--- src/rtl/matmul_operand_feeder_pkg.sv ---
// Shared constants and state encoding for the operand feeder and its controller.
// Pure declarations: no latency, no backpressure.
package matmul_operand_feeder_pkg;

    localparam int ENTRIES  = 8;
    localparam int CNT_W    = 4;
    localparam int ADDR_W   = $clog2(ENTRIES);
    localparam int LAST_IDX = ENTRIES - 1;

    // Same last-index value the controller compares entry_count against.
    localparam logic [CNT_W-1:0]  LAST_CNT = CNT_W'(LAST_IDX);
    localparam logic [ADDR_W-1:0] LAST_PTR = ADDR_W'(LAST_IDX);

    typedef enum logic [2:0] {
        FILL      = 3'd0,
        ISSUE     = 3'd1,
        WAIT_LOAD = 3'd2,
        STREAM    = 3'd3,
        WAIT_DONE = 3'd4
    } state_t;

endpackage

--- src/rtl/matmul_operand_feeder_if.sv ---
// Host stream plus controller handshake bundle for the operand feeder.
// Wires only: no latency; host side uses valid/ready, controller side uses level handshakes.
interface matmul_operand_feeder_if
    import matmul_operand_feeder_pkg::*;
    #(parameter int DATA_W = 8);

    logic              in_valid;
    logic              in_ready;
    logic [DATA_W-1:0] in_a;
    logic [DATA_W-1:0] in_b;
    logic              start;
    logic              load_matrix;
    logic              done;
    logic [CNT_W-1:0]  entry_count;
    logic [DATA_W-1:0] op_a;
    logic [DATA_W-1:0] op_b;
    logic              op_valid;
    logic              busy;
    logic              batch_done;
    logic              err;

    modport master (
        input  in_valid, in_a, in_b, load_matrix, done,
        output in_ready, start, entry_count, op_a, op_b, op_valid, busy, batch_done, err
    );

    modport slave (
        output in_valid, in_a, in_b, load_matrix, done,
        input  in_ready, start, entry_count, op_a, op_b, op_valid, busy, batch_done, err
    );

endinterface

--- src/rtl/matmul_operand_feeder_buffer.sv ---
// operand_buffer: ENTRIES x (2*DATA_W) register file, one write port, combinational read.
// Write lands on the clock edge, read is zero-latency; no backpressure, no data reset.
module operand_buffer
    import matmul_operand_feeder_pkg::*;
    #(parameter int DATA_W = 8) (
    input  logic                clock,
    input  logic                wr_en,
    input  logic [ADDR_W-1:0]   wr_addr,
    input  logic [2*DATA_W-1:0] wr_dat,
    input  logic [ADDR_W-1:0]   rd_addr,
    output logic [2*DATA_W-1:0] rd_dat
);

    logic [2*DATA_W-1:0] mem [ENTRIES];

    always_ff @(posedge clock) begin
        if (wr_en) begin
            mem[wr_addr] <= wr_dat;
        end
    end

    assign rd_dat = mem[rd_addr];

endmodule

--- src/rtl/matmul_operand_feeder.sv ---
// Collects ENTRIES operand pairs, starts the controller, streams pairs during load_matrix.
// 21 cycles first transfer to batch_done nominally; in_ready drops for the whole batch after fill.
module matmul_operand_feeder
    import matmul_operand_feeder_pkg::*;
    #(parameter int DATA_W  = 8,
      parameter int TIMEOUT = 16) (
    input  logic                     clock,
    input  logic                     reset,
    matmul_operand_feeder_if.master  bus
);

    localparam int TMR_W = $clog2(TIMEOUT + 1);

    state_t             state, state_nx;
    logic [ADDR_W-1:0]  wr_ptr, wr_ptr_nx;
    logic [CNT_W-1:0]   entry_count, cnt_nx;
    logic [TMR_W-1:0]   timer, timer_nx, timer_inc;
    logic               err, err_nx;
    logic               batch_done, bdone_nx;
    logic               start, op_valid, in_ready, wr_en, timer_hit;
    logic [2*DATA_W-1:0] rd_dat;

    assign in_ready  = (state == FILL) && !reset;
    assign wr_en     = bus.in_valid && in_ready;
    assign timer_inc = (timer == TMR_W'(TIMEOUT)) ? timer : timer + 1'b1;
    // Timer is zero during ISSUE / first WAIT_DONE cycle; this edge makes it reach TIMEOUT.
    assign timer_hit = (timer == TMR_W'(TIMEOUT - 1));

    always_ff @(posedge clock or posedge reset) begin
        if (reset) begin
            state       <= FILL;
            wr_ptr      <= '0;
            entry_count <= '0;
            timer       <= '0;
            err         <= 1'b0;
            batch_done  <= 1'b0;
        end else begin
            state       <= state_nx;
            wr_ptr      <= wr_ptr_nx;
            entry_count <= cnt_nx;
            timer       <= timer_nx;
            err         <= err_nx;
            batch_done  <= bdone_nx;
        end
    end

    always_comb begin
        state_nx  = state;
        wr_ptr_nx = wr_ptr;
        cnt_nx    = entry_count;
        timer_nx  = timer;
        err_nx    = err;
        bdone_nx  = 1'b0;
        start     = 1'b0;
        op_valid  = 1'b0;
        case (state)
            FILL: begin
                if (wr_en) begin
                    if (wr_ptr == LAST_PTR) begin
                        wr_ptr_nx = '0;
                        timer_nx  = '0;
                        state_nx  = ISSUE;
                    end else begin
                        wr_ptr_nx = wr_ptr + 1'b1;
                    end
                end
            end
            ISSUE: begin
                start    = 1'b1;
                timer_nx = timer_inc;
                state_nx = WAIT_LOAD;
            end
            WAIT_LOAD: begin
                cnt_nx   = '0;
                timer_nx = timer_inc;
                if (bus.load_matrix) begin
                    state_nx = STREAM;
                end else if (timer_hit) begin
                    err_nx   = 1'b1;
                    state_nx = FILL;
                end
            end
            STREAM: begin
                op_valid = bus.load_matrix;
                if (!bus.load_matrix) begin
                    err_nx    = 1'b1;
                    cnt_nx    = '0;
                    wr_ptr_nx = '0;
                    state_nx  = FILL;
                end else if (entry_count == LAST_CNT) begin
                    cnt_nx   = '0;
                    timer_nx = '0;
                    state_nx = WAIT_DONE;
                end else begin
                    cnt_nx = entry_count + 1'b1;
                end
            end
            WAIT_DONE: begin
                timer_nx = timer_inc;
                // done takes priority over a coincident timeout
                if (bus.done) begin
                    bdone_nx = 1'b1;
                    state_nx = FILL;
                end else if (timer_hit) begin
                    err_nx   = 1'b1;
                    state_nx = FILL;
                end
            end
            default: state_nx = FILL;
        endcase
    end

    operand_buffer #(.DATA_W(DATA_W)) u_buf (
        .clock   (clock),
        .wr_en   (wr_en),
        .wr_addr (wr_ptr),
        .wr_dat  ({bus.in_a, bus.in_b}),
        .rd_addr (entry_count[ADDR_W-1:0]),
        .rd_dat  (rd_dat)
    );

    assign bus.in_ready    = in_ready;
    assign bus.start       = start;
    assign bus.entry_count = entry_count;
    assign bus.op_a        = rd_dat[2*DATA_W-1:DATA_W];
    assign bus.op_b        = rd_dat[DATA_W-1:0];
    assign bus.op_valid    = op_valid;
    assign bus.busy        = (state != FILL);
    assign bus.batch_done  = batch_done;
    assign bus.err         = err;

endmodule

--- src/flat_wrapper.sv ---
// flat-port wrapper written by rule: the top's interface ports become plain ports
module matmul_operand_feeder_flat import matmul_operand_feeder_pkg::*;
#(parameter int DATA_W  = 8,
      parameter int TIMEOUT = 16)
  (clock, reset, bus_in_valid, bus_in_a, bus_in_b, bus_load_matrix, bus_done, bus_in_ready, bus_start, bus_entry_count, bus_op_a, bus_op_b, bus_op_valid, bus_busy, bus_batch_done, bus_err);
  matmul_operand_feeder_if #(.DATA_W(DATA_W)) bus_i ();
  input  logic clock;
  input  logic reset;
  input wire logic [$bits(bus_i.in_valid)-1:0] bus_in_valid;
  input wire logic [$bits(bus_i.in_a)-1:0] bus_in_a;
  input wire logic [$bits(bus_i.in_b)-1:0] bus_in_b;
  input wire logic [$bits(bus_i.load_matrix)-1:0] bus_load_matrix;
  input wire logic [$bits(bus_i.done)-1:0] bus_done;
  output wire logic [$bits(bus_i.in_ready)-1:0] bus_in_ready;
  output wire logic [$bits(bus_i.start)-1:0] bus_start;
  output wire logic [$bits(bus_i.entry_count)-1:0] bus_entry_count;
  output wire logic [$bits(bus_i.op_a)-1:0] bus_op_a;
  output wire logic [$bits(bus_i.op_b)-1:0] bus_op_b;
  output wire logic [$bits(bus_i.op_valid)-1:0] bus_op_valid;
  output wire logic [$bits(bus_i.busy)-1:0] bus_busy;
  output wire logic [$bits(bus_i.batch_done)-1:0] bus_batch_done;
  output wire logic [$bits(bus_i.err)-1:0] bus_err;
  assign bus_i.in_valid = bus_in_valid;
  assign bus_i.in_a = bus_in_a;
  assign bus_i.in_b = bus_in_b;
  assign bus_i.load_matrix = bus_load_matrix;
  assign bus_i.done = bus_done;
  assign bus_in_ready = bus_i.in_ready;
  assign bus_start = bus_i.start;
  assign bus_entry_count = bus_i.entry_count;
  assign bus_op_a = bus_i.op_a;
  assign bus_op_b = bus_i.op_b;
  assign bus_op_valid = bus_i.op_valid;
  assign bus_busy = bus_i.busy;
  assign bus_batch_done = bus_i.batch_done;
  assign bus_err = bus_i.err;
  matmul_operand_feeder #(.DATA_W(DATA_W), .TIMEOUT(TIMEOUT)) u_core (.clock(clock), .reset(reset), .bus(bus_i));
endmodule
--- config.mk ---
export PLATFORM = sky130hd
export DESIGN_NAME = matmul_operand_feeder_flat
export DESIGN_NICKNAME = d
export VERILOG_FILES = /design/src/rtl/matmul_operand_feeder_pkg.sv /design/src/rtl/matmul_operand_feeder_if.sv /design/src/rtl/matmul_operand_feeder_buffer.sv /design/src/rtl/matmul_operand_feeder.sv /design/src/flat_wrapper.sv
export SDC_FILE = /design/constraint.sdc
export NUM_CORES = 1
export LEC_CHECK = 0
export CORE_UTILIZATION = 65
export CTS_BUF_LIST = sky130_fd_sc_hd__clkbuf_4 sky130_fd_sc_hd__clkbuf_8
export CTS_CLUSTER_DIAMETER = 80
export DETAILED_ROUTE_END_ITERATION = 10
export PLACE_DENSITY_LB_ADDON = 0.08
export SYNTH_ARGS = -nofsm -noshare
export SYNTH_HDL_FRONTEND = slang
export SYNTH_SLANG_ARGS = --single-unit
--- constraint.sdc ---
create_clock -name clock -period 5.4 [get_ports clock]
set_clock_uncertainty 0.05 [all_clocks]
set_input_delay 0.54 -clock clock [delete_from_list [all_inputs] [get_ports clock]]
set_output_delay 0.54 -clock clock [all_outputs]
set_load 0.01 [all_outputs]
Word level (Yosys, flattened, before mapping)
Memory sizes are Yosys's and may differ from the RTL's.
Cells that the tools add are included.
{"block": "classes", "add_sub_neg": 3, "n_mul": 0, "n_div": 0, "order_cmp": 0, "n_eq_ne": 17, "shifts": 0, "mux": 32, "bitwise_logic": 0, "n_reduce_logical": 14}
{"cell": "$mux 3", "count": 10}
{"cell": "$mux 5", "count": 5}
{"cell": "$pmux 3 s5", "count": 1}
{"cell": "$pmux 5 s3", "count": 1}
{"cell": "$ne 2x2->1 const B", "count": 7}
{"cell": "$mux 1", "count": 10}
{"cell": "$reduce_bool 3->1", "count": 3}
{"cell": "$mux 4", "count": 2}
{"cell": "$pmux 4 s2", "count": 1}
{"cell": "$eq 3x2->1 const B", "count": 2}
{"cell": "$eq 3x3->1 const B", "count": 2}
{"cell": "$pmux 3 s2", "count": 1}
{"cell": "$reduce_and 3->1", "count": 2}
{"cell": "$reduce_and 6->1", "count": 1}
{"cell": "$add 5x1->5 const B", "count": 1}
{"cell": "$eq 5x4->1 const B", "count": 1}
{"cell": "$eq 5x5->1 const B", "count": 1}
{"cell": "$add 4x1->4 const B", "count": 1}
{"cell": "$eq 4x3->1 const B", "count": 1}
{"cell": "$reduce_and 4->1", "count": 1}
{"cell": "$reduce_bool 2->1", "count": 2}
{"cell": "$add 3x1->3 const B", "count": 1}
{"cell": "$eq 3x1->1 const B", "count": 1}
{"cell": "$logic_not 3->1", "count": 1}
{"cell": "6 further kinds", "count": 7}
{"block": "word_totals", "regBits": 17, "latchBits": 0, "mem_bits_rw": 128, "mem_bits_ro": 0, "input_bits": 21, "output_inout_bits": 26, "word_cells": 73, "mem_count": 1}
{"memory": "u_core.u_buf.mem", "words": 8, "width": 16, "rd": 1, "rd_clocked_by_memory_dff": 0, "wr": 1, "line_no": "matmul_operand_feeder_buffer.sv:14", "rtl": "logic [2*DATA_W-1:0] mem [ENTRIES];"}

Depth between registers and ports, before layout
Gate-level depths: netlist (run 1).
{"block": "logic_depth", "depth_word": 5, "depth_mapped": 7, "ltp_nobuf": 6}

Hierarchy
A second synthesis (run 1) with hierarchy kept.
{"block": "hier_totals", "cells_unflattened": 296, "area_unflattened_um2": 5954.5}
{"module": "operand_buffer", "instances": 1, "cells_per_inst": 198, "area_per_inst_um2": 4973.5, "seq_area_each_um2": 3843.7}
{"module": "matmul_operand_feeder", "instances": 1, "cells_per_inst": 98, "area_per_inst_um2": 980.9, "seq_area_each_um2": 425.4}

Worst setup path before layout (run 1)
OpenSTA, ideal clock, no wires.
{"block": "synth_path", "path_kind": "flip-flop to flip-flop", "startpoint": "register u_core.state[1]", "endpoint": "memory u_core.u_buf.mem[0][0] in the netlist's numbering, enable pin", "setup_time_ps": 430, "t_arrival_ps": 2586, "t_required_ps": 4920, "path_slack_ps": 2334, "stages_incl_launch_ff": 5, "n_path_buf": 1, "synth_period_minus_slack_ps": 3066, "path_cell_list": "dfrtp_1 buf_6 nor4_4 nand2_4 nor4_1"}
{"block": "synth_between", "elab_chain_cells": 5}
{"element": "start, declared", "line_no": "matmul_operand_feeder.sv:14", "rtl": "state_t state, state_nx;"}
{"element": "start signal, assigned", "line_no": "matmul_operand_feeder.sv:38", "rtl": "state <= state_nx;"}
{"element": "$logic_not 3->1", "line_no": "matmul_operand_feeder.sv:23", "rtl": "assign in_ready = (state == FILL) && !reset;"}
{"element": "$logic_and 1x1->1", "line_no": "matmul_operand_feeder.sv:23"}
{"element": "named net bus_in_ready", "line_no": "flat_wrapper.sv:14", "rtl": "output wire logic [$bits(bus_i.in_ready)-1:0] bus_in_ready;"}
{"element": "$logic_and 1x1->1", "line_no": "matmul_operand_feeder.sv:24", "rtl": "assign wr_en = bus.in_valid && in_ready;"}
{"element": "$mux 1", "line_no": "matmul_operand_feeder_buffer.sv:17", "rtl": "if (wr_en) begin"}
{"element": "$mux 1 (implied by the code)", "line_no": "matmul_operand_feeder_buffer.sv:18", "rtl": "mem[wr_addr] <= wr_dat;"}
{"element": "end, declared", "line_no": "matmul_operand_feeder_buffer.sv:14"}
The timed path passes the listed nets, and every way through them passes these cells.

Worst setup path after layout (run 1)
{"block": "layout_path", "startpoint": "register u_core.entry_count[0], in the netlist u_core.bus.entry_count[0]", "endpoint": "output bus_op_a[0]"}
{"block": "layout_between", "elab_chain_cells": 1}
{"element": "start, declared", "line_no": "matmul_operand_feeder.sv:16", "rtl": "logic [CNT_W-1:0] entry_count, cnt_nx;"}
{"element": "start signal, assigned", "line_no": "matmul_operand_feeder.sv:40", "rtl": "entry_count <= cnt_nx;"}
{"element": "$mem_v2 8x16"}
{"element": "end, declared", "line_no": "flat_wrapper.sv:17", "rtl": "output wire logic [$bits(bus_i.op_a)-1:0] bus_op_a;"}
Every way passes these cells.

==> results.md, run 1 <==
* Gpl congestion at 0.731
* Max Cap Viol at 0
* Num CTS Buffers at 17
* Clk Latency, worst-skew pair at 0.41 ns
* Pwr dens at 404 nW/µm²
* Crit path arrival time at 2.95 ns
* GRT Overall Usage at 23.5%
* Setup violations, final at 0
* Share of cells above drive strength 1 at 24.7%
* RSZ-0062 raised after global routing: false
* Critical path type: reg2out
* Clk pin slew, worst setup/hold paths at 0.08 ns
* Via count at 2888
* # fillers at 448
* CTS root buf: clkbuf_8
* Maximum VDD drop at 0.000246 V
* Drt total wl at 10.3 mm
* Leak at 0.00234 µW
* Req. time, crit path at 4.81 ns
* Worst slew pin tran at 1.06 ns
* Internal power at 2040 µW
* Area Growth Syn to Fin at 17.0%
* Synth cell types at 47
* Die X at 97.4 µm
* Comb pwr share at 19.5%
* Clk pwr share at 30.8%
* Synth warn at 0
* IO Count at 47
* CP Cell Sequence: mux4_1 -> mux2_2 -> clkdlybuf4s50_1
* Most frequent cells in the layout: 128 x edfxtp_1, 46 x clkdlybuf4s50_1, 18 x mux4_2
* Mapped Cells at 290
* Row count at 34
* Switching pwr at 753 µW
* Vias in the first global route at 3069
* Slowest cell on crit path: dfrtp_2
* Post-DRT Antenna Nets at 0
* Total chip power at 2800 µW
* Synth top area cells: edfxtp_1 65%, dfrtp_1 7.2%, mux4_2 6.9%
* Share of Yosys cell area claimed by the top area cell type at 65.0%
* Worst hold-check path type: reg2reg
* DRC at 0
* Core area at 8760 µm²
* Die ar. at 9490 µm²
* Fin cells at 472
* Final period util at 65.6%
* Vias per Instance at 6.12
* Starting Density at 67.5%
* Die Ht at 97.4 µm
* Nets at 378
* Setup tns final at 0 ns
* Seq/Total Area, Yosys at 72.2%
* CP max FO at 37
* First-pass GRT wire length at 16.2 mm
* DRT iter0 DRCs at 160
* Max Transition Viols Final at 0
* Mean cell area of the mapped netlist at 20.4 µm²
* Antenna diode count at 0
* Post_cts resized at 0
* Final Hold Fails at 0
* Switching Fraction at 26.9%
* Gr ovfl total at 0
* Wire per inst at 21.8 µm
* Cell taking the most area after synthesis: edfxtp_1
* Max_slew headroom at 29.3%
* CTS H-tree lvls at 4
* Pre-antenna DRT Iters at 4
* Commonest non-fill, non-tap cell in the layout: edfxtp_1
* Sequential Power Share at 49.6%
* CTS Hold Bufs at 0
* Tmin final at 3.54 ns
* Syn Std Cell Area at 5920 µm²
* Fmax at 0.282 GHz
* Setup crit end kind: output port
* Startpoint Class: flip-flop
* Largest net degree at the start of global routing at 38
* CTS sink cnt at 145
* R2r setup slk at 2.70 ns
* Post-synth net total at 317
* Status: finished, final reports clean
* # port buffers at 46
* Largest buffer count on any clock path at 2
* Initial antenna violation count at 0
* Placed insts at 440
* CTS tree: built
* CP peak stage delay at 1.07 ns
* Post-CTS setup buffer count at 0
* Flop and latch count out of synthesis at 145
* Dpl hpwl at 6.32 mm
Yosys cell counts, drive strengths merged:
master	count
mux4	32
nand3b	1
and3b	1
inv	8
xor2	1
a31oi	1
o221ai	2
clkbuf	2
dfrtp	17
a32o	1
nor4	2
nand4bb	1
a21oi	3
ha	6
or2	1
nor2b	1
and2	2
nor3	5
mux2i	2
buf	11
mux2	17
and3	2
a21o	1
o211ai	2
or2b	1
nand3	3
or3	2
o21ai	3
a22o	3
a311oi	1
nor3b	1
nand2	8
a221o	1
nor2	7
o31ai	3
edfxtp	128
nand2b	7
per-stage QoR:
step	setup WS (ns)	util (%)	area [µm²]	hold slack, ns
after floorplan	2.33	-	5920	0.416
final	1.86	79.0	6920	0.447
after global routing	1.68	79.0	6920	0.462
after detailed placement	2.25	74.3	6510	0.430
after global placement	2.27	74.3	6510	0.425
after CTS	1.78	79.0	6920	0.448
critical path, delay by kind of cell (launching register included):
| kind | cells | cell delay (ns) |
|---|---|---|
| flops | 1 | 1.07 |
| buf+inv | 1 | 0.49 |
| mux | 2 | 0.98 |
area by class of cell:
type / instances / area, µm² / share of cell area [%]
clock inverter: 14 / 169 / 2.44
clock buffer: 18 / 241 / 3.49
multi-input combinational: 124 / 1550 / 22.4
inverter: 8 / 30.0 / 0.434
timing repair buffer: 55 / 528 / 7.63
sequential: 145 / 4270 / 61.7
tap: 108 / 135 / 1.95
power by group through the flow:
stage / registers [µW] / clock network [µW] / logic, µW
floorplan: 1330 / 0 / 436
global placement: 1410 / 0 / 534
detailed placement: 1420 / 0 / 548
CTS: 1390 / 875 / 551
global route: 1410 / 919 / 588
finish: 1390 / 862 / 546
path summary, 6_finish.rpt:
kind	startpoint	endpoint	depth (start not counted)
setup reg to reg	u_core.state[0]	u_core.u_buf.mem[7][11]	5
max in group asynchronous	reset	u_core.bus.entry_count[0]	2
setup / recovery	u_core.bus.entry_count[0]	bus_op_a[0]	3
hold reg to reg	u_core.bus.err	u_core.bus.err	1
hold / removal	u_core.bus.err	u_core.bus.err	1
min in group asynchronous	reset	u_core.bus.err	2
state kept, by name, indices dropped and copies added, names as in the netlist:
signal                  flops
u_core.u_buf.mem          128
u_core.timer                5
u_core.bus.entry_count      4
u_core.state                3
u_core.wr_ptr               3
u_core.bus.batch_done       1
u_core.bus.err              1
metal layers:
layer	vias to the layer above	global-route usage (%)	routed length (µm)	share of wire (%)
met5	-	0	0	0
met4	0	6.90	76	0.74
met3	6	5.97	619	6.0
met2	104	38.5	5270	51
met1	1462	31.6	4340	42
li1	1316	-	-	-
cell families after synthesis:
family | Yosys count | synth area share, %
adder cells (fa/ha/maj) | 6 | 1.27
AND/OR/NAND/NOR | 45 | 4.69
flip-flops | 145 | 72.2
buffers and inverters | 21 | 2.11
XOR/XNOR | 1 | 0.148
AO/OA/AOI/OAI | 21 | 2.92
multiplexers | 51 | 16.7
Note: power is estimated with default switching activity, not from simulation.
==> run 2, diff against run 1 <==
--- a/config.mk
+++ b/config.mk
@@ -5,7 +5,7 @@
 export SDC_FILE = /design/constraint.sdc
 export NUM_CORES = 1
 export LEC_CHECK = 0
-export CORE_UTILIZATION = 65
+export CORE_UTILIZATION = 60
 export CTS_BUF_LIST = sky130_fd_sc_hd__clkbuf_4 sky130_fd_sc_hd__clkbuf_8
 export CTS_CLUSTER_DIAMETER = 80
 export DETAILED_ROUTE_END_ITERATION = 10
==> constraint.sdc (replaced) <==
create_clock -name clock -period 3.54 [get_ports clock]
set_clock_uncertainty 0.05 [all_clocks]
set_input_delay 0.354 -clock clock [delete_from_list [all_inputs] [get_ports clock]]
set_output_delay 0.354 -clock clock [all_outputs]
set_load 0.01 [all_outputs]
==> results.md, run 2 (synthesis results as in run 1) <==
* Status: finished, final reports clean
* Gpl congestion at 0.756 (+3.5%)
* Post_cts resized at 0 (unchanged)
* Area after DPL at 6610 µm² (+1.5%)
* Core area at 9420 µm² (+7.4%)
* Largest registers: u_core.u_buf.mem x128, u_core.timer x5, u_core.bus.entry_count x4
* CTS root buf: clkbuf_8
* Vias per Instance at 5.83 (-4.8%)
* # fillers at 557 (+24%)
* First-pass GRT wire length at 16.2 mm (about the same)
* Die X at 101 µm (+4.0%)
* Pwr dens at 609 nW/µm² (+51%)
* Worst slew pin tran at 0.754 ns (-0.306 ns)
* Vias in the first global route at 3054 (-0.49%)
* Largest buffer count on any clock path at 2 (unchanged)
* Largest Register: u_core.u_buf.mem
* Worst hold-check path type: in2async
* CTS Hold Bufs at 0 (unchanged)
* Footprint of the multi-input gates at 1550 µm² (unchanged)
* Clk pin slew, worst setup/hold paths at 0.08 ns (about the same)
* Gr ovfl total at 0 (unchanged)
* DRT iter0 DRCs at 104 (-35%)
* Clk Latency, worst-skew pair at 0.44 ns (+0.03 ns)
* Commonest non-fill, non-tap cell in the layout: edfxtp_1
* Initial antenna violation count at 0 (unchanged)
* Die ar. at 10300 µm² (+8.2%)
* DRC at 0 (unchanged)
* RSZ-0062 raised after global routing: false
* Max Cap Viol at 0 (unchanged)
* Met1 usage at 28.3% (-3.3 points)
* Area Growth Syn to Fin at 18.5%
* Fmax at 0.313 GHz
* Largest net degree at the start of global routing at 37 (-2.6%)
* Post-DRT Antenna Nets at 0 (unchanged)
* Hold_ws at 0.343 ns (-0.104 ns)
* CTS tree: built
* Die Ht at 101 µm (+4.0%)
* Setup violations, final at 0 (unchanged)
* Startpoint Class: flip-flop
* Final period util at 90.4%
* Wire per inst at 20.7 µm (-5.4%)
* Tmin final at 3.20 ns
* GR Layer Usage met3 at 7.18% (+1.2 points)
* Num CTS Buffers at 17 (unchanged)
* CP max FO at 21 (-43%)
* Row count at 35 (+2.9%)
* CTS sink cnt at 145 (unchanged)
* Met2 usage at 38.3% (-0.21 points)
* Max FFs per register at 128 (unchanged)
* CTS H-tree lvls at 4 (unchanged)
* Via count at 2919 (+1.1%)
* Max_slew headroom at 49.7% (+20 points)
* Req. time, crit path at 3.14 ns (-1.67 ns)
* Maximum VDD drop at 0.000472 V (+92%)
* Final Hold Fails at 0 (unchanged)
* Setup crit end kind: output port
* Nets at 386 (+2.1%)
* Fin cells at 501 (+6.1%)
* Share of cells above drive strength 1 at 26.3% (+1.6 points)
* Dpl hpwl at 6.46 mm (+2.2%)
* Critical path type: reg2out
* Pre-antenna DRT Iters at 5 (+1)
* # port buffers at 46 (unchanged)
* GRT Overall Usage at 22.8% (-0.68 points)
* Most frequent cells in the layout: 128 x edfxtp_1, 46 x clkdlybuf4s50_1, 18 x mux4_2
* Drt total wl at 10.4 mm (+0.45%)
* Starting Density at 62.8% (-4.7 points)
* Register area at 4270 µm² (unchanged)
* Setup tns final at 0 ns (unchanged)
* Max Transition Viols Final at 0 (unchanged)
* Design area at 7010 µm² (+1.3%)
* Grt peak-use layer: met2
* Placed insts at 469 (+6.6%)
* Antenna diode count at 0 (unchanged)
* Crit path arrival time at 2.80 ns (-0.15 ns)
* IO Count at 47 (unchanged)
* Post-CTS setup buffer count at 0 (unchanged)
* Leak at 0.00238 µW (+1.9%)
-- run 2: critical path, stage by stage (launching register included) --
cell and delay (ns):
dfrtp_2 0.76, buf_12 0.26, mux4_1 0.56, mux2_2 0.28, clkdlybuf4s50_1 0.48
-- run 2: through the flow --
| stage | setup WS (ns) | util [%] | total power (µW) |
|---|---|---|---|
| final | 0.341 | 74.5 | 4270 |
| after global routing | 0.193 | 74.5 | 4460 |
| after CTS | 0.268 | 74.5 | 4310 |
| after detailed placement | 0.765 | 70.2 | 3020 |
| after global placement | 0.787 | 70.2 | 3000 |
| after floorplan | 0.474 | - | 2700 |
-- run 2: path summary, 6_finish.rpt --
check                           slack, ns  cells past startpoint                 startpoint                         to
worst max-delay path                 0.34                      4  u_core.bus.entry_count[0]                bus_op_b[7]
worst min-delay path                 0.34                      2                      reset            u_core.timer[0]
worst max register to register       1.01                      5            u_core.state[0]     u_core.u_buf.mem[7][8]
worst min register to register       0.45                      1             u_core.bus.err             u_core.bus.err
max in group asynchronous            2.63                      2                      reset  u_core.bus.entry_count[0]
min in group clock                   0.45                      1             u_core.bus.err             u_core.bus.err
-- run 2: final cells by class --
type,count,share of cell area [%]
clock buffers,19,3.55
well taps,129,2.30
flip-flops and latches,145,60.9
multi-input cells,124,22.1
clock inverters,13,2.19
inverters,8,0.428
repair buffers,63,8.56
-- run 2: report_power, final --
group | internal (µW) | switching (µW) | leakage [µW] | total, µW
registers | 1940 | 140 | 0.00137 | 2080
logic | 534 | 360 | 0.000810 | 894
clock network | 658 | 636 | 0.000204 | 1290
-- run 2: layer usage --
layer / up-vias / wire [µm]
li1: 1333 / -
met3: 13 / 487
met2: 77 / 5360
met4: 0 / 138
met1: 1496 / 4370
met5: - / 0
==> run 3, diff against run 2 <==
--- a/config.mk
+++ b/config.mk
@@ -9,7 +9,8 @@
 export CTS_BUF_LIST = sky130_fd_sc_hd__clkbuf_4 sky130_fd_sc_hd__clkbuf_8
 export CTS_CLUSTER_DIAMETER = 80
 export DETAILED_ROUTE_END_ITERATION = 10
-export PLACE_DENSITY_LB_ADDON = 0.08
+export PLACE_DENSITY = 0.89
 export SYNTH_ARGS = -nofsm -noshare
 export SYNTH_HDL_FRONTEND = slang
 export SYNTH_SLANG_ARGS = --single-unit
+export TNS_END_PERCENT = 10
==> results.md, run 3 (synthesis results as in run 1) <==
* Setup tns final at 0 ns (unchanged)
* Worst hold-check path type: in2async
* Switching Fraction at 27.7% (+1.1 points)
* Commonest non-fill, non-tap cell in the layout: edfxtp_1
* Leak at 0.00232 µW (-2.7%)
* Dpl hpwl at 6.20 mm (-4.0%)
* Post-CTS setup buffer count at 0 (unchanged)
* Post-DRT Antenna Nets at 0 (unchanged)
* Final Hold Fails at 0 (unchanged)
* Row count at 35 (unchanged)
* Fin cells at 496 (-1.0%)
* Gr ovfl total at 0 (unchanged)
* Wire per inst at 20.6 µm (-0.14%)
* Core area at 9420 µm² (unchanged)
* CP peak stage delay at 0.67 ns (-0.09 ns)
* Final period util at 90.0% (-0.40 points)
* Design area at 6910 µm² (-1.4%)
* Fmax at 0.314 GHz (+0.45%)
* DRC at 0 (unchanged)
* First-pass GRT wire length at 15.8 mm (-2.6%)
* Die Ht at 101 µm (unchanged)
* Max FFs per register at 128 (unchanged)
* Largest buffer count on any clock path at 2 (unchanged)
* Critical path type: reg2out
* Max Transition Viols Final at 0 (unchanged)
* DRT iter0 DRCs at 154 (+48%)
* Comb pwr share at 21.8% (+0.8 points)
* Gpl congestion at 0.770 (+1.8%)
* Internal power at 2970 µW (-5.0%)
* Register-to-Register Path Depth at 6 (+1)
* CP Cell Sequence: buf_4 -> mux4_1 -> mux2_2 -> clkdlybuf4s50_1
* Area after DPL at 6560 µm² (-0.76%)
* Pwr dens at 595 nW/µm² (-2.2%)
* CP max FO at 16 (-24%)
* Num CTS Buffers at 17 (unchanged)
* Die X at 101 µm (unchanged)
* CTS H-tree lvls at 4 (unchanged)
* Largest Register: u_core.u_buf.mem
* CTS sink cnt at 145 (unchanged)
* Core Util, Final at 73.4% (-1.1 points)
* Initial antenna violation count at 0 (unchanged)
* # port buffers at 46 (unchanged)
* Slowest cell on crit path: dfrtp_2
* Startpoint Class: flip-flop
* CTS Hold Bufs at 0 (unchanged)
* Sequential Power Share at 50.5% (+1.8 points)
* Placed insts at 464 (-1.1%)
* Status: finished, final reports clean
* Max_slew headroom at 29.8% (-20 points)
* Share of cells above drive strength 1 at 25.1% (-1.3 points)
* Area Growth Syn to Fin at 16.8%
* Clk Latency, worst-skew pair at 0.44 ns (about the same)
* Antenna diode count at 0 (unchanged)
* Largest net degree at the start of global routing at 36 (-2.7%)
* Die ar. at 10300 µm² (unchanged)
* Drt total wl at 10.2 mm (-1.1%)
* Tmin final at 3.18 ns (-0.0143 ns)
* Crit path arrival time at 2.78 ns (-0.02 ns)
* Maximum VDD drop at 0.000374 V (-21%)
* Clk pin slew, worst setup/hold paths at 0.08 ns (about the same)
* Post_cts resized at 0 (unchanged)
* Switching pwr at 1140 µW (+0.23%)
* Setup violations, final at 0 (unchanged)
* Max Cap Viol at 0 (unchanged)
* Setup crit end kind: output port
* Largest registers: u_core.u_buf.mem x128, u_core.timer x5, u_core.bus.entry_count x4
* CTS tree: built
* RSZ-0062 raised after global routing: false
* Worst slew pin tran at 1.05 ns (+0.298 ns)
* Nets at 381 (-1.3%)
* Clk pwr share at 27.8% (-2.5 points)
* Starting Density at 62.8% (unchanged)
* Pre-antenna DRT Iters at 5 (unchanged)
* Most frequent cells in the layout: 128 x edfxtp_1, 46 x clkdlybuf4s50_1, 18 x mux4_2
* CTS root buf: clkbuf_8
* Via count at 2978 (+2.0%)
* Vias in the first global route at 2989 (-2.1%)
* Req. time, crit path at 3.14 ns (about the same)
* # fillers at 541 (-2.9%)
* Vias per Instance at 6.00 (+3.0%)
* IO Count at 47 (unchanged)
* GRT Overall Usage at 22.1% (-0.71 points)
[run 3: power by group through the flow]
stage	Combinational (µW)	Sequential, µW	Clock [µW]
after floorplan	665	2040	0
after global placement	871	2110	0
after detailed placement	901	2110	0
after CTS	908	2080	1160
after global routing	969	2090	1220
final	895	2080	1140
[run 3: path summary, 6_finish.rpt]
check                                               start                        end  slack, ns
worst max-delay path            u_core.bus.entry_count[0]                bus_op_a[1]       0.36
worst min register to register             u_core.bus.err             u_core.bus.err       0.45
worst max register to register  u_core.bus.entry_count[0]            u_core.timer[4]       1.29
min in group clock                         u_core.bus.err             u_core.bus.err       0.45
worst min-delay path                                reset            u_core.state[2]       0.33
max in group asynchronous                           reset  u_core.bus.entry_count[0]       2.65
[run 3: worst max-delay path: cells and delay by family, from the launching register on]
kind | cells | cell delay (ns)
buffers and inverters | 2 | 0.80
muxes | 2 | 0.87
DFF | 1 | 0.67
[run 3: final cells by class]
class,count,area [µm²],share of cell area (%)
clock buffer,19,249,3.60
clock inverter,13,103,1.48
inverter,8,30.0,0.434
multi-input combinational,124,1550,22.4
sequential,145,4270,61.8
tap,129,161,2.33
timing repair buffer,58,551,7.96
[run 3: routing by layer]
| metal | track usage [%] | up-vias | wire length [µm] |
|---|---|---|---|
| met1 | 28.4 | 1529 | 4080 |
| met2 | 36.6 | 107 | 5350 |
| met5 | 0 | - | 0 |
| met4 | 8.70 | 0 | 149 |
| met3 | 5.52 | 18 | 654 |
| li1 | - | 1324 | - |
[run 3: stage by stage]
stage          setup slack [ns]  hold WS [ns]  power, µW
6_report                  0.355         0.329       4110
5_1_grt                   0.230         0.415       4280
4_1_cts                   0.290         0.340       4140
3_5_place_dp              0.789         0.434       3010
3_3_place_gp              0.806         0.422       2980
2_1_floorplan             0.474         0.230       2700
